`src/rtl/oled_pkg.sv`:
```
// oled_pkg: shared FSM states, D/C levels and pixel width for the OLED SPI scheduler
package oled_pkg;
    typedef enum logic [2:0] {IDLE, SETUP, SHIFT, WAIT, HOLD, DESELECT} state_t;
    localparam logic DC_CMD = 1'b0;
    localparam logic DC_DATA = 1'b1;
    localparam int RGB565_W = 16;
endpackage

```
`src/rtl/oled_spi_shifter.sv`:
```
// oled_spi_shifter: MSB-first byte serialiser with SCLK half-period divider
module oled_spi_shifter #(
    parameter int CLK_DIV = 4
) (
    input  logic       clk,
    input  logic       rst,
    input  logic       load,
    input  logic       start,
    input  logic [7:0] data,
    output logic       sclk,
    output logic       mosi,
    output logic       byte_done
);
    logic [7:0] div;
    logic [7:0] sreg;
    logic [2:0] bit_cnt;
    logic       run;
    logic       half_end;
    assign half_end = run && div == 8'(CLK_DIV - 1);
    assign byte_done = half_end && !sclk && bit_cnt == 3'd7;
    assign mosi = sreg[7];
    // advance SCLK halves; a load/start in the same cycle chains the next byte with no gap
    always_ff @(posedge clk) begin
        if (rst) begin
            div <= '0;
            sreg <= '0;
            bit_cnt <= '0;
            run <= 1'b0;
            sclk <= 1'b0;
        end else begin
            if (half_end) begin
                div <= '0;
                if (sclk) sclk <= 1'b0;
                else if (bit_cnt == 3'd7) run <= 1'b0;
                else begin
                    sclk <= 1'b1;
                    bit_cnt <= bit_cnt + 3'd1;
                    sreg <= {sreg[6:0], 1'b0};
                end
            end else if (run) div <= div + 8'd1;
            if (load) begin
                sreg <= data;
                bit_cnt <= '0;
            end
            if (start) begin
                run <= 1'b1;
                sclk <= 1'b1;
                div <= '0;
            end
        end
    end
endmodule

```
`src/rtl/oled_spi_scheduler.sv`:
```
// oled_spi_scheduler: round-robin sharing of one OLED SPI link between command packets and pixel words
module oled_spi_scheduler
    import oled_pkg::*;
#(
    parameter int CLK_DIV = 4
) (
    input  logic                clk,
    input  logic                rst,
    input  logic                cmd_valid,
    input  logic [7:0]          cmd_data,
    input  logic                cmd_last,
    output logic                cmd_ready,
    input  logic                pix_valid,
    input  logic [RGB565_W-1:0] pix_data,
    output logic                pix_ready,
    output logic                oled_cs,
    output logic                oled_sclk,
    output logic                oled_mosi,
    output logic                oled_dc,
    output logic                busy
);
    state_t     state, nxt;
    logic [8:0] cnt;
    logic       last_pix, last_q, second;
    logic [7:0] pix_lo, sh_data;
    logic       load, start, byte_done, g_cmd, g_pix;
    assign g_cmd = cmd_valid && (!pix_valid || last_pix);
    assign g_pix = pix_valid && !g_cmd;
    oled_spi_shifter #(.CLK_DIV(CLK_DIV)) u_shifter (
        .clk(clk), .rst(rst), .load(load), .start(start), .data(sh_data),
        .sclk(oled_sclk), .mosi(oled_mosi), .byte_done(byte_done)
    );
    // next state, ready handshakes and shifter load/start for the current grant
    always_comb begin
        nxt = state;
        load = 1'b0;
        start = 1'b0;
        sh_data = cmd_data;
        cmd_ready = 1'b0;
        pix_ready = 1'b0;
        case (state)
            IDLE: begin
                cmd_ready = !rst && g_cmd;
                pix_ready = !rst && g_pix;
                load = cmd_ready || pix_ready;
                sh_data = pix_ready ? pix_data[15:8] : cmd_data;
                nxt = load ? SETUP : IDLE;
            end
            SETUP: begin
                start = cnt == 9'(CLK_DIV - 1);
                nxt = start ? SHIFT : SETUP;
            end
            SHIFT: if (byte_done) begin
                if (oled_dc == DC_DATA) begin
                    load = !second;
                    start = !second;
                    sh_data = pix_lo;
                    nxt = second ? HOLD : SHIFT;
                end else begin
                    cmd_ready = !last_q;
                    load = !last_q && cmd_valid;
                    start = load;
                    nxt = last_q ? HOLD : (cmd_valid ? SHIFT : WAIT);
                end
            end
            WAIT: begin
                cmd_ready = 1'b1;
                load = cmd_valid;
                start = cmd_valid;
                nxt = cmd_valid ? SHIFT : WAIT;
            end
            HOLD: nxt = cnt == 9'(CLK_DIV - 1) ? DESELECT : HOLD;
            DESELECT: nxt = cnt == 9'(2 * CLK_DIV - 1) ? IDLE : DESELECT;
            default: nxt = IDLE;
        endcase
    end
    // state, phase counter, registered CS/DC/busy and per-grant bookkeeping
    always_ff @(posedge clk) begin
        if (rst) begin
            state <= IDLE;
            cnt <= '0;
            oled_cs <= 1'b1;
            oled_dc <= DC_CMD;
            busy <= 1'b0;
            last_pix <= 1'b1;
            last_q <= 1'b0;
            second <= 1'b0;
            pix_lo <= '0;
        end else begin
            state <= nxt;
            cnt <= nxt != state ? '0 : cnt + 9'd1;
            oled_cs <= nxt == IDLE || nxt == DESELECT;
            busy <= nxt != IDLE;
            if (cmd_ready && cmd_valid) last_q <= cmd_last;
            if (pix_ready && pix_valid) begin
                pix_lo <= pix_data[7:0];
                second <= 1'b0;
            end
            if (state == IDLE && nxt == SETUP) begin
                oled_dc <= pix_ready ? DC_DATA : DC_CMD;
                last_pix <= pix_ready;
            end
            if (state == SHIFT && byte_done && oled_dc == DC_DATA) second <= 1'b1;
        end
    end
endmodule

```
`config.mk`:
```
export PLATFORM = sky130hd
export DESIGN_NAME = oled_spi_scheduler
export DESIGN_NICKNAME = d
export VERILOG_FILES = /design/src/rtl/oled_pkg.sv /design/src/rtl/oled_spi_shifter.sv /design/src/rtl/oled_spi_scheduler.sv
export SDC_FILE = /design/constraint.sdc
export NUM_CORES = 1
export LEC_CHECK = 0
export CAP_MARGIN = 40
export CELL_PAD_IN_SITES_DETAIL_PLACEMENT = 0
export CELL_PAD_IN_SITES_GLOBAL_PLACEMENT = 2
export CORE_UTILIZATION = 30
export DETAILED_ROUTE_END_ITERATION = 10
export GPL_ROUTABILITY_DRIVEN = 1
export PLACE_DENSITY_LB_ADDON = 0.12
export SLEW_MARGIN = 20
export SYNTH_ARGS = -nofsm -noshare
export SYNTH_HDL_FRONTEND = slang
export SYNTH_SLANG_ARGS = --single-unit
```
`constraint.sdc`:
```
create_clock -name clk -period 1.8 [get_ports clk]
set_input_delay 0.36 -clock clk [delete_from_list [all_inputs] [get_ports clk]]
set_output_delay 0.36 -clock clk [all_outputs]
set_load 0.005 [all_outputs]
```
* Word-level counts from Yosys, hierarchy flattened *
Index checks and enable logic that the tools add are counted.
W data, S select, Z words.

word-level totals
  ROM bits = 0
  input bits = 29
  memories = 0
  output and inout port bits = 7
  RAM bits = 0
  register bits after elaboration = 47
  word-level logic and storage cells = 106
  latch bits = 0

operators by class
  add/subtract/negate cells = 3
  reduce and logical (&&, ||, !) cells = 35
  equality and inequality tests = 15
  magnitude comparators = 0
  $mul = 0
  shifts and indexed selects = 0
  bitwise logic cells = 2
  div/mod/pow operators = 0
  mux-type cells = 37

operator list
  kind                   number
  $mux W8                7
  $mux W1                19
  $pmux W3 S6            1
  $pmux W8 S2            1
  $mux W3                5
  $logic_and A1 B1 Y1    13
  $eq A3 B3 Y1 const B   4
  $add A9 B1 Y9 const B  1
  $eq A9 B2 Y1 const B   1
  $eq A9 B3 Y1 const B   1
  $pmux W1 S3            3
  $reduce_and A3 Y1      3
  $add A8 B1 Y8 const B  1
  $eq A8 B2 Y1 const B   1
  $reduce_bool A2 Y1     4
  $eq A3 B1 Y1 const B   2
  $eq A3 B2 Y1 const B   2
  $logic_not A1 Y1       6
  $logic_not A3 Y1       2
  $ne A2 B2 Y1 const B   3
  $reduce_or A2 Y1       2
  $add A3 B1 Y3 const B  1
  $logic_or A1 B1 Y1     3
  $ne A3 B3 Y1           1
  other kinds (4)        5

* Depth between registers and ports, before layout *
  depth in word-level cells = 11
  mapped depth = 8

* Cells and area by module *
From an unflattened synthesis, not the netlist that was laid out.

unflattened totals
  cell total of the unflattened synthesis = 291
  area total of the unflattened synthesis = 2416.1 sq um

modules (own cells, without submodules)
  module              cells each  times used  area each (sq um)  sequential area each (sq um)
  oled_spi_scheduler  174         1           1396.3             520.5
  oled_spi_shifter    117         1           1019.7             420.4

* Worst setup path after synthesis *
Ideal clock, no wire load.

  kind = register to register
  from = reg u_shifter.bit_cnt[0]
  to = reg u_shifter.sreg[1]
  slack = -0.062 ns
  cell stages (with the launch flop) = 9
  path buffers = 1
  required time = 1.679 ns
  setup time = 0.121 ns
  period minus slack after synthesis = 1.862 ns
  data arrival time = 1.741 ns
  cell sequence = dfxtp_1 ha_1 ha_1 nor2b_1 and4_1 a21oi_1 o21ba_1 buf_6 mux2_4

on the way
  longest elaborated chain between the ends = 6

RTL lines
  what                                                          line                                            RTL
  start: declaration                                            oled_spi_shifter.sv:16                          logic [2:0] bit_cnt;
  start signal: assignment                                      oled_spi_shifter.sv:37                          bit_cnt <= bit_cnt + 3'd1;
  $eq A3 B3 Y1 *                                                oled_spi_shifter.sv:20, oled_spi_shifter.sv:34
  $logic_and A1 B1 Y1                                           oled_spi_shifter.sv:20                          assign byte_done = half_end && !sclk && bit_cnt == 3'd7;
  $mux W1                                                       oled_spi_scheduler.sv:53                        SHIFT: if (byte_done) begin
  $pmux W1 S3                                                   oled_spi_scheduler.sv:41                        case (state)
  $ne A2 B2 Y1 (no line) or $reduce_bool A2 Y1 (tied branches)  n/a
  $reduce_and A3 Y1 (no line)                                   n/a
  end signal: assignment                                        oled_spi_shifter.sv:38                          sreg <= {sreg[6:0], 1'b0};
  end signal: assignment                                        oled_spi_shifter.sv:42                          sreg <= data;
  end: declaration                                              oled_spi_shifter.sv:15                          logic [7:0] sreg;

Mark *: on every way between the ends. The rest lies on a longest branch, timed or not.
A chain may end at the register's enable or synchronous reset.

* Final worst setup path *
Ends and elaborated chain as after synthesis.

==> results.cfg <==
[outcome]
status = complete, but fails checks
failed_checks = negative setup slack

[finish]
post-route-util = 0.501
antenna_cells = 0
final_cell_mix = buf_4, dfxtp_1, nand2_1, clkdlybuf4s50_1, nor2_1
multi_input_area_mm2 = 0.00188
nFillCells = 810
nNetsFinal = 421
fin_area_mm2 = 0.00410
layout-drive-gt1-share = 0.427
final_common_cell = buf_4
syn2layout_area_growth_pct = 62.6
regArea_um2 = 955
final_cells = 494

[timing]
period_share = 1.12
max_slew_margin = 0.783
maxSlewViolCount = 0
setup_viol = 31
tightest_slew_ns = 0.325
fin_tns_setup_ns = -4.91
rsz0062_at_grt = yes
fmax_ghz = 0.496
hold_viol_final = 0
layout_min_cycle_time_ns = 2.01
setup_ws_ns = -0.215
fin_skew_ns = 0.00412

[worst_setup_path]
end_kind = flop
cp.arrival_ns = 2.21
cp_max_fo = 5
start_kind = flop
path_class = flop to flop
cp.required_ns = 2.00
r2r_start = u_shifter.bit_cnt[0]$_SDFFE_PP0P_
crit_start = u_shifter.bit_cnt[0]$_SDFFE_PP0P_

[floorplanning]
dieArea_mm2 = 0.00877
die_y_um = 93.7
start_util = 0.308
design.core.area_mm2 = 0.00818
boundaryPins = 36
fp.dieW_um = 93.7
num_rows = 33

[global_route]
grt_pass1_vias = 2264
grt_usage = 0.168
grt_util_met1 = 0.248
grt-ovfl-total = 0
grt_use_met3 = 0.0307
grt_pass1_wl_um = 11400
grt_busiest_layer = met2
grt_max_degree = 23
antenna_found_initial = 0
grtUsageMet2 = 0.249

[pwr]
pwr-share-comb = 0.230
peakVddDrop_mv = 0.272
power.share.clock = 0.284
p_switching_mw = 0.621
internal-power_mw = 1.65
switching_share = 0.273
pwr_density_cell_mw_per_mm2 = 555
power.leakage_nw = 1.66
seqPwrFrac = 0.485

[drt]
totalWireLength_um = 7170
wire_per_inst_um = 14.5
drt-initial-drc-count = 71
dr_total_vias = 2394
viasPerCell = 4.85
first_pass_iters = 4
drc = 0
ant_nets = 0

[synthesis]
postSynthAreaPerCell_um2 = 8.97
synth_edf_count = 0
synth_area_mm2 = 0.00252
yosys_register_bits = 47
ys_seq_area_frac = 0.373
syn_nets = 314
syn-instance-count = 281
synthArstFlopShare = 0
ys.flop_type = dfxtp_1
yosysUniqueCellTypes = 55
yosys_warnings = 0

[min_path]
hp-class = flop to flop
worstHoldStart = pix_lo[7]$_SDFFE_PP0P_

[cts]
cts_root_buffer = clkbuf_8
cts_made_buffers = 5
cts_num_sinks = 47
cts-htree-levels = 2
clk_latency_ns = 0.30
clockBufferDepth = 2
cts_tree = built
path_clk_slew_ns = 0.09

[place]
placed_cells = 475
place_area_mm2 = 0.00352
routabilityCongestion = 0.772
hpwlAfterDp_um = 4900
port_buffers = 35

[run]
drv_cap = 0
[registers in the layout, summed over array words and instances (netlist names)]
name and flops:
last_pix 1, second 1, last_q 1, u_shifter.div 8, u_shifter.sclk 1, cnt 9
u_shifter.bit_cnt 3, u_shifter.sreg 8, u_shifter.run 1, oled_dc 1, busy 1, pix_lo 8
oled_cs 1, state 3
[stage by stage]
| step | setup slack, ns | hold WS [ns] | power [mW] |
|---|---|---|---|
| after global routing | -0.305 | 0.509 | 2.39 |
| final | -0.215 | 0.482 | 2.27 |
| after detailed placement | -0.599 | 0.461 | 1.54 |
| after floorplan | -0.00616 | 0.432 | 1.32 |
| after CTS | -0.214 | 0.485 | 2.22 |
| after global placement | -0.587 | 0.459 | 1.54 |
[Yosys cell counts (4+ instances only)]
| cell type | number | area [um2] |
|---|---|---|
| ha_1 | 4 | 50.1 |
| nand4_1 | 6 | 37.5 |
| dfxtp_1 | 47 | 941 |
| nor2_1 | 27 | 101 |
| and3_1 | 6 | 37.5 |
| nand2_1 | 35 | 131 |
| mux2_4 | 6 | 90.1 |
| mux2i_1 | 11 | 110 |
| buf_2 | 10 | 50.1 |
| xnor2_1 | 7 | 61.3 |
| a21oi_1 | 15 | 75.1 |
| nor3_1 | 10 | 50.1 |
| clkbuf_1 | 5 | 18.8 |
| nand2b_1 | 4 | 25.0 |
| xor2_1 | 8 | 70.1 |
| o21ba_1 | 8 | 80.1 |
| o221ai_1 | 9 | 78.8 |
| nand3_1 | 11 | 55.1 |
[per-layer routing]
layer	up-vias	wire length (um)
met2	25	3270
met1	1127	3680
li1	1236	-
met3	6	151
met4	0	63
met5	-	0
[power groups by stage]
stage               registers [mW]  logic, mW  clock network [mW]
CTS                           1.10      0.453               0.664
global route                  1.11      0.564               0.719
finish                        1.10      0.524               0.646
detailed placement            1.13      0.410                   0
floorplan                     1.12      0.204                   0
global placement              1.13      0.411                   0
[worst paths after layout]
kind	cells past startpoint	slack, ns	to
worst max register to register	9	-0.21	u_shifter.sreg[1]$_SDFFE_PP0P_
worst min-delay path	2	0.48	pix_lo[7]$_SDFFE_PP0P_
worst min register to register	2	0.48	pix_lo[7]$_SDFFE_PP0P_
worst max-delay path	9	-0.21	u_shifter.sreg[1]$_SDFFE_PP0P_
[area by class of cell]
cell class / instances / area share
clock buffer: 7 / 0.0186
clock inverter: 1 / 0.00122
inverter: 4 / 0.00488
multi-input combinational: 214 / 0.459
sequential: 47 / 0.233
tap: 105 / 0.0321
timing repair buffer: 116 / 0.251
[timing repair]
| item | 4_1_cts | 5_1_grt |
|---|---|---|
| setup buffers | 6 | 4 |
| pin swaps | 23 | 22 |
| setup endpoints to repair | 32 | 34 |
| hold buffers | 0 | 0 |
| gates cloned | 1 | 1 |
| gates resized for setup | 54 | 43 |
[worst max-delay path: stages (launching register included)]
cell and delay [ns]:
dfxtp_2 0.36, ha_4 0.14, ha_4 0.12, nor2b_4 0.15
buf_6 0.11, nand4_1 0.23, buf_6 0.23, o221ai_2 0.13
o21ba_4 0.18, mux2_4 0.26
[kinds of logic after synthesis]
group,share of synthesized area
simple gates,0.260
compound gates,0.165
flops,0.373
buf+inv,0.0377
mux,0.0928
xor+xnor,0.0521
fa+ha+maj,0.0199
Power figures use the tool's default switching activity.
